`config.mk`:
```
export PLATFORM = sky130hd
export DESIGN_NAME = cpu_hold_ctrl_flat
export DESIGN_NICKNAME = d
export VERILOG_FILES = /design/src/rtl/cpu_hold_pkg.sv /design/src/rtl/cpu_hold_ctrl_if.sv /design/src/rtl/cpu_hold_ctrl.sv /design/src/flat_wrapper.sv
export SDC_FILE = /design/constraint.sdc
export NUM_CORES = 1
export LEC_CHECK = 0
export CORE_ASPECT_RATIO = 1.4
export CORE_MARGIN = 4
export CORE_UTILIZATION = 41
export DETAILED_ROUTE_END_ITERATION = 7
export PLACE_DENSITY = 0.68
export SETUP_SLACK_MARGIN = 0.2
export SLEW_MARGIN = 20
export SYNTH_ARGS = -nofsm -noshare
export SYNTH_HDL_FRONTEND = slang
export SYNTH_SLANG_ARGS = --single-unit
```
`constraint.sdc`:
```
create_clock -name clk -period 3.2 [get_ports clk]
set_input_delay 0.48 -clock clk [delete_from_list [all_inputs] [get_ports clk]]
set_output_delay 0.48 -clock clk [all_outputs]
set_load 0.03 [all_outputs]
```
`src/rtl/cpu_hold_pkg.sv`:
```
// Shared types and defaults for the CPU-side HOLD/HLDA responder (8237 DMA bus handover).
package cpu_hold_pkg;

    localparam int DEF_CNT_W    = 16;
    localparam int DEF_MAX_HOLD = 1024;

    typedef enum logic [1:0] {
        RUN    = 2'd0,
        DRAIN  = 2'd1,
        HELD   = 2'd2,
        RESUME = 2'd3
    } hold_state_t;

    typedef struct packed {
        logic hlda;
        logic bus_grant;
        logic pc_hold;
        logic bubble_id;
    } hold_ctl_t;

    // Moore output decode; applied to the next state so the outputs come straight off flops.
    function automatic hold_ctl_t decode_state(input logic [1:0] st);
        hold_ctl_t c;
        c           = '0;
        c.pc_hold   = (st != RUN);
        c.bubble_id = (st != RUN);
        c.hlda      = (st == HELD);
        c.bus_grant = (st == HELD);
        return c;
    endfunction

endpackage

```
`src/rtl/cpu_hold_ctrl_if.sv`:
```
// Handshake bundle between the pipeline/DMA side and the hold controller.
interface cpu_hold_ctrl_if #(
    parameter int CNT_W = 16
) ();
    logic             hrq;
    logic             mem_op_ex;
    logic             mem_op_mem;
    logic             hlda;
    logic             bus_grant;
    logic             pc_hold;
    logic             bubble_id;
    logic [CNT_W-1:0] hold_count;
    logic             hold_timeout;

    modport master (
        output hrq, mem_op_ex, mem_op_mem,
        input  hlda, bus_grant, pc_hold, bubble_id, hold_count, hold_timeout
    );

    modport slave (
        input  hrq, mem_op_ex, mem_op_mem,
        output hlda, bus_grant, pc_hold, bubble_id, hold_count, hold_timeout
    );
endinterface

```
`src/rtl/cpu_hold_ctrl.sv`:
```
// HOLD/HLDA responder: drains EX/MEM memory ops, then hands the data bus to the DMA.
// Optional HELD-duration watchdog enabled by defining HOLD_WDOG_EN.
module cpu_hold_ctrl
    import cpu_hold_pkg::*;
#(
    parameter int CNT_W    = DEF_CNT_W,
    parameter int MAX_HOLD = DEF_MAX_HOLD
) (
    input logic             clk,
    input logic             rst,
    cpu_hold_ctrl_if.slave  bus
);

    localparam logic [1:0] ST_RUN    = RUN;
    localparam logic [1:0] ST_DRAIN  = DRAIN;
    localparam logic [1:0] ST_HELD   = HELD;
    localparam logic [1:0] ST_RESUME = RESUME;

    logic [1:0]       state_q;
    logic [1:0]       state_d;
    hold_ctl_t        ctl_q;
    hold_ctl_t        ctl_d;
    logic [CNT_W-1:0] count_q;
    logic [CNT_W-1:0] count_d;

    always_comb begin
        state_d = state_q;
        case (state_q)
            ST_RUN: begin
                if (bus.hrq) state_d = ST_DRAIN;
            end
            ST_DRAIN: begin
                // A dropped request wins over a pipe that happens to be empty.
                if (!bus.hrq)
                    state_d = ST_RUN;
                else if (!bus.mem_op_ex && !bus.mem_op_mem)
                    state_d = ST_HELD;
            end
            ST_HELD: begin
                if (!bus.hrq) state_d = ST_RESUME;
            end
            ST_RESUME: begin
                state_d = ST_RUN;
            end
            default: begin
                state_d = ST_RUN;
            end
        endcase
    end

    assign ctl_d = decode_state(state_d);

    always_comb begin
        count_d = count_q;
        if (state_q == ST_DRAIN && state_d == ST_HELD)
            count_d = '0;
        else if (state_q == ST_HELD && count_q != '1)
            count_d = count_q + CNT_W'(1);
    end

    always_ff @(posedge clk or posedge rst) begin
        if (rst) begin
            state_q <= ST_RUN;
            ctl_q   <= '0;
            count_q <= '0;
        end else begin
            state_q <= state_d;
            ctl_q   <= ctl_d;
            count_q <= count_d;
        end
    end

`ifdef HOLD_WDOG_EN
    localparam logic [CNT_W:0] LIMIT = (CNT_W+1)'(MAX_HOLD);

    logic timeout_q;

    // Sticky flag only; the grant continues until the DMA drops hrq.
    always_ff @(posedge clk or posedge rst) begin
        if (rst)
            timeout_q <= 1'b0;
        else if (state_q == ST_HELD && {1'b0, count_d} >= LIMIT)
            timeout_q <= 1'b1;
    end

    assign bus.hold_timeout = timeout_q;
`else
    assign bus.hold_timeout = 1'b0;
`endif

    assign bus.hlda       = ctl_q.hlda;
    assign bus.bus_grant  = ctl_q.bus_grant;
    assign bus.pc_hold    = ctl_q.pc_hold;
    assign bus.bubble_id  = ctl_q.bubble_id;
    assign bus.hold_count = count_q;

endmodule

```
`src/flat_wrapper.sv`:
```
// flat-port wrapper written by rule: the top's interface ports become plain ports
module cpu_hold_ctrl_flat import cpu_hold_pkg::*;
#(
    parameter int CNT_W    = DEF_CNT_W,
    parameter int MAX_HOLD = DEF_MAX_HOLD
)
  (clk, rst, bus_hrq, bus_mem_op_ex, bus_mem_op_mem, bus_hlda, bus_bus_grant, bus_pc_hold, bus_bubble_id, bus_hold_count, bus_hold_timeout);
  cpu_hold_ctrl_if #(.CNT_W(CNT_W)) bus_i ();
  input logic clk;
  input logic rst;
  input wire logic [$bits(bus_i.hrq)-1:0] bus_hrq;
  input wire logic [$bits(bus_i.mem_op_ex)-1:0] bus_mem_op_ex;
  input wire logic [$bits(bus_i.mem_op_mem)-1:0] bus_mem_op_mem;
  output wire logic [$bits(bus_i.hlda)-1:0] bus_hlda;
  output wire logic [$bits(bus_i.bus_grant)-1:0] bus_bus_grant;
  output wire logic [$bits(bus_i.pc_hold)-1:0] bus_pc_hold;
  output wire logic [$bits(bus_i.bubble_id)-1:0] bus_bubble_id;
  output wire logic [$bits(bus_i.hold_count)-1:0] bus_hold_count;
  output wire logic [$bits(bus_i.hold_timeout)-1:0] bus_hold_timeout;
  assign bus_i.hrq = bus_hrq;
  assign bus_i.mem_op_ex = bus_mem_op_ex;
  assign bus_i.mem_op_mem = bus_mem_op_mem;
  assign bus_hlda = bus_i.hlda;
  assign bus_bus_grant = bus_i.bus_grant;
  assign bus_pc_hold = bus_i.pc_hold;
  assign bus_bubble_id = bus_i.bubble_id;
  assign bus_hold_count = bus_i.hold_count;
  assign bus_hold_timeout = bus_i.hold_timeout;
  cpu_hold_ctrl #(.CNT_W(CNT_W), .MAX_HOLD(MAX_HOLD)) u_core (.clk(clk), .rst(rst), .bus(bus_i));
endmodule
```
==> metrics.md <==
| Metric | Value |
|---|---|
| Dpl cells | `169` |
| Critical path peak fanout | `8` |
| Post-synth top area share | `45.0%` |
| Die height | `69.6 µm` |
| Non-filler cells, final | `172` |
| GPL Wtd Cong | `0.882` |
| Vias | `1,030` |
| Crit path arrival time | `1.52 ns` |
| Setup crit start | `u_core.bus.hold_count[5]` |
| Min cycle time layout | `2.00 ns` |
| Avg Cell Area, Syn | `9.58 µm²` |
| Core area | `2620 µm²` |
| Fill count | `232` |
| CTS max path bufs | `2` |
| DR vias/cell | `5.99` |
| Post-CTS Setup Inserts | `0` |
| Port Buffers | `24` |
| Final WS setup | `1.20 ns` |
| Antenna violations before repair | `0` |
| Worst path slowest cell | `clkdlybuf4s50_1` |
| Dpl hpwl | `1980 µm` |
| CP Data Required Time | `2.72 ns` |
| CP endpoint | `bus_hold_count[5]` |
| Worst skew pair latency | `0.30 ns` |
| Max cap viols | `0` |
| Skew final | `0.00228 ns` |
| H-tree levels | `1` |
| Slew headroom | `47.7%` |
| YS warnings | `0` |
| Final period util | `62.6%` |
| Pre-CTS WS | `1.19 ns` |
| Start of the worst register-to-register path | `u_core.bus.hold_count[0]` |
| Worst reg2reg path endpoint | `u_core.bus.hold_count[10]` |
| Drt initial violations | `34` |
| Crit-path leading delay family | `buffers and inverters` |
| Reg2reg path depth | `5` |
| Synthesized area | `1110 µm²` |
| Syn nets | `122` |
| Flop2flop setup slack | `1.41 ns` |
| Status | `completed` |
| Peak supply drop | `0.338 mV` |
| Type of origin of the critical path | `flip-flop` |
| Endpoints failing setup | `0` |
| Number of diodes | `0` |
| CP peak stage delay | `0.72 ns` |
| Worst path cell trace | `clkdlybuf4s50_1` |
| Critical path type | `reg -> out` |
| Slew Limit Fails | `0` |
| Netlist cell types | `39` |
| Area leader, netlist | `dfrtp_1` |
| Die Span X | `52.0 µm` |
| Congestion Overflow GR | `0` |
| Num CTS Buffers | `3` |
| Post-Syn Instances | `116` |
| Drt total wl | `2650 µm` |
| Pleak | `0.556 nW` |
| IO Pins | `26` |
| Effective utilization at floorplan | `42.5%` |
| Fmax | `0.499 GHz` |
| Sequential fraction of the synthesis area | `45.0%` |
| Clk sinks | `20` |
| Area Growth Syn to Fin | `23.9%` |
| Worst Tran Pin Value | `0.784 ns` |
| Num rows | `22` |
| Cell Pwr Density | `536 nW/µm²` |
| Total GRT Usage | `15.9%` |
| TNS Setup | `0 ns` |
| Post_cts resized | `0` |
| Stages on worst setup path | `1` |
| ANT nets after route | `0` |
| Flops & latches, synth | `20` |
| Ranking of synthesized cells by area | `dfrtp_1 (45%), nand2_1 (3.7%), a21oi_1 (3.6%)` |
| Clock slew at the register clock pins of the worst setup and hold paths | `0.11 ns` |
| CTS tree | `built` |
| Layout cell share with drive strength beyond 1 | `8.09%` |
| WL/cell | `15.4 µm` |
| # DRC | `0` |
| Worst Path Buf+Inv | `1` |
| Crit end category | `primary output` |
| Final nets | `144` |
| First-pass GRT wire length | `4400 µm` |
| Final hold violations | `0` |
| Min-delay worst type | `reg -> reg` |
| Initial DRT Pass Iterations | `5` |
| Vias in the first global route | `987` |
| Root buffer cell | `clkbuf_4` |
| RSZ-0062 raised after global routing | `false` |
| Die ar. | `3620 µm²` |
| Largest net degree at the start of global routing | `21` |
| Hold buffers post-CTS | `0` |
## worst min-delay path by stage
stage,start,end,slack [ns],depth (start not counted)
CTS,u_core.bus.hold_count[14],u_core.bus.hold_count[14],0.54,1
global route,u_core.bus.hold_count[8],u_core.bus.hold_count[8],0.58,1
finish,u_core.bus.hold_count[14],u_core.bus.hold_count[14],0.54,1
floorplan,rst,u_core.bus.hlda,0.44,1
global placement,u_core.bus.hold_count[8],u_core.bus.hold_count[8],0.52,1
detailed placement,u_core.bus.hold_count[14],u_core.bus.hold_count[14],0.53,1
## where the power goes
group	total (W)	switching (W)	leakage, nW	internal, W
clock	0.000118	0.0000743	0.0138	0.0000439
sequential	0.000358	0.0000615	0.268	0.000296
combinational	0.000262	0.000149	0.274	0.000113
total	0.000738	0.000285	0.556	0.000453
## cells in the mapped netlist, drive strengths merged
master / count
conb: 1
o31ai: 4
nor4: 4
nand2b: 3
mux2i: 2
a211oi: 2
a21oi: 8
clkbuf: 2
and4b: 1
nor3b: 1
and2: 1
o21a: 1
nand4: 5
inv: 2
ha: 1
o31a: 1
o21ai: 6
or4: 4
o311ai: 1
nor3: 3
nand2: 12
or3: 3
nor2b: 1
and3b: 1
nor2: 3
and3: 3
o22ai: 1
buf: 5
nand3: 7
or3b: 1
o211ai: 3
and4: 1
a31oi: 2
dfrtp: 20
## per-stage QoR
step	hold slack, ns	util (%)	power, W	cell area [µm²]
CTS	0.543	52.6	0.000743	1380
global route	0.580	52.6	0.000784	1380
global placement	0.523	51.8	0.000616	1350
finish	0.541	52.6	0.000738	1380
floorplan	0.444	-	0.000507	1110
detailed placement	0.526	51.8	0.000624	1350
## layer usage
layer,vias up,GRT usage (%),part of all wire (%)
met4,0,8.75,2.0
met1,495,19.3,42
met3,6,3.23,5.5
li1,485,-,-
met5,-,0,0
met2,44,25.6,51
## placed cells by master (no fill, tap or decap), types with 2 or more instances in the layout
cell and count:
a211oi_1 2, mux2i_1 2, nor2_1 3, nand4_1 5, dfrtp_1 20, o211ai_1 3
a21oi_1 8, or3_1 2, nand2b_1 3, a31oi_1 2, or4_1 4, nand2_1 11
o31ai_1 4, nand3_1 7, o21ai_0 6, clkbuf_4 3, nor4_1 2, inv_1 2
nor3_1 3, clkdlybuf4s50_1 24, and3_1 3
## state kept, by name (all words and copies together), names as in the netlist
register	count
u_core.bus.hold_count	16
u_core.state_q	2
u_core.bus.hlda	1
u_core.bus.pc_hold	1
## cells by family after synthesis
family,share of synthesized area (%)
AO/OA/AOI/OAI,16.4
adder cells (fa/ha/maj),1.13
buffers and inverters,4.50
flip-flops,45.0
multiplexers,1.80
other,0.338
AND/OR/NAND/NOR,30.7
## final cells by class
class | instances | area [µm²] | share of cell area [%]
clock buffer | 3 | 22.5 | 1.64
inverter | 2 | 7.51 | 0.545
multi-input combinational | 87 | 561 | 40.7
sequential | 20 | 500 | 36.4
tap | 36 | 45.0 | 3.27
timing repair buffer | 24 | 240 | 17.5
(Power assumes the default switching activity.)
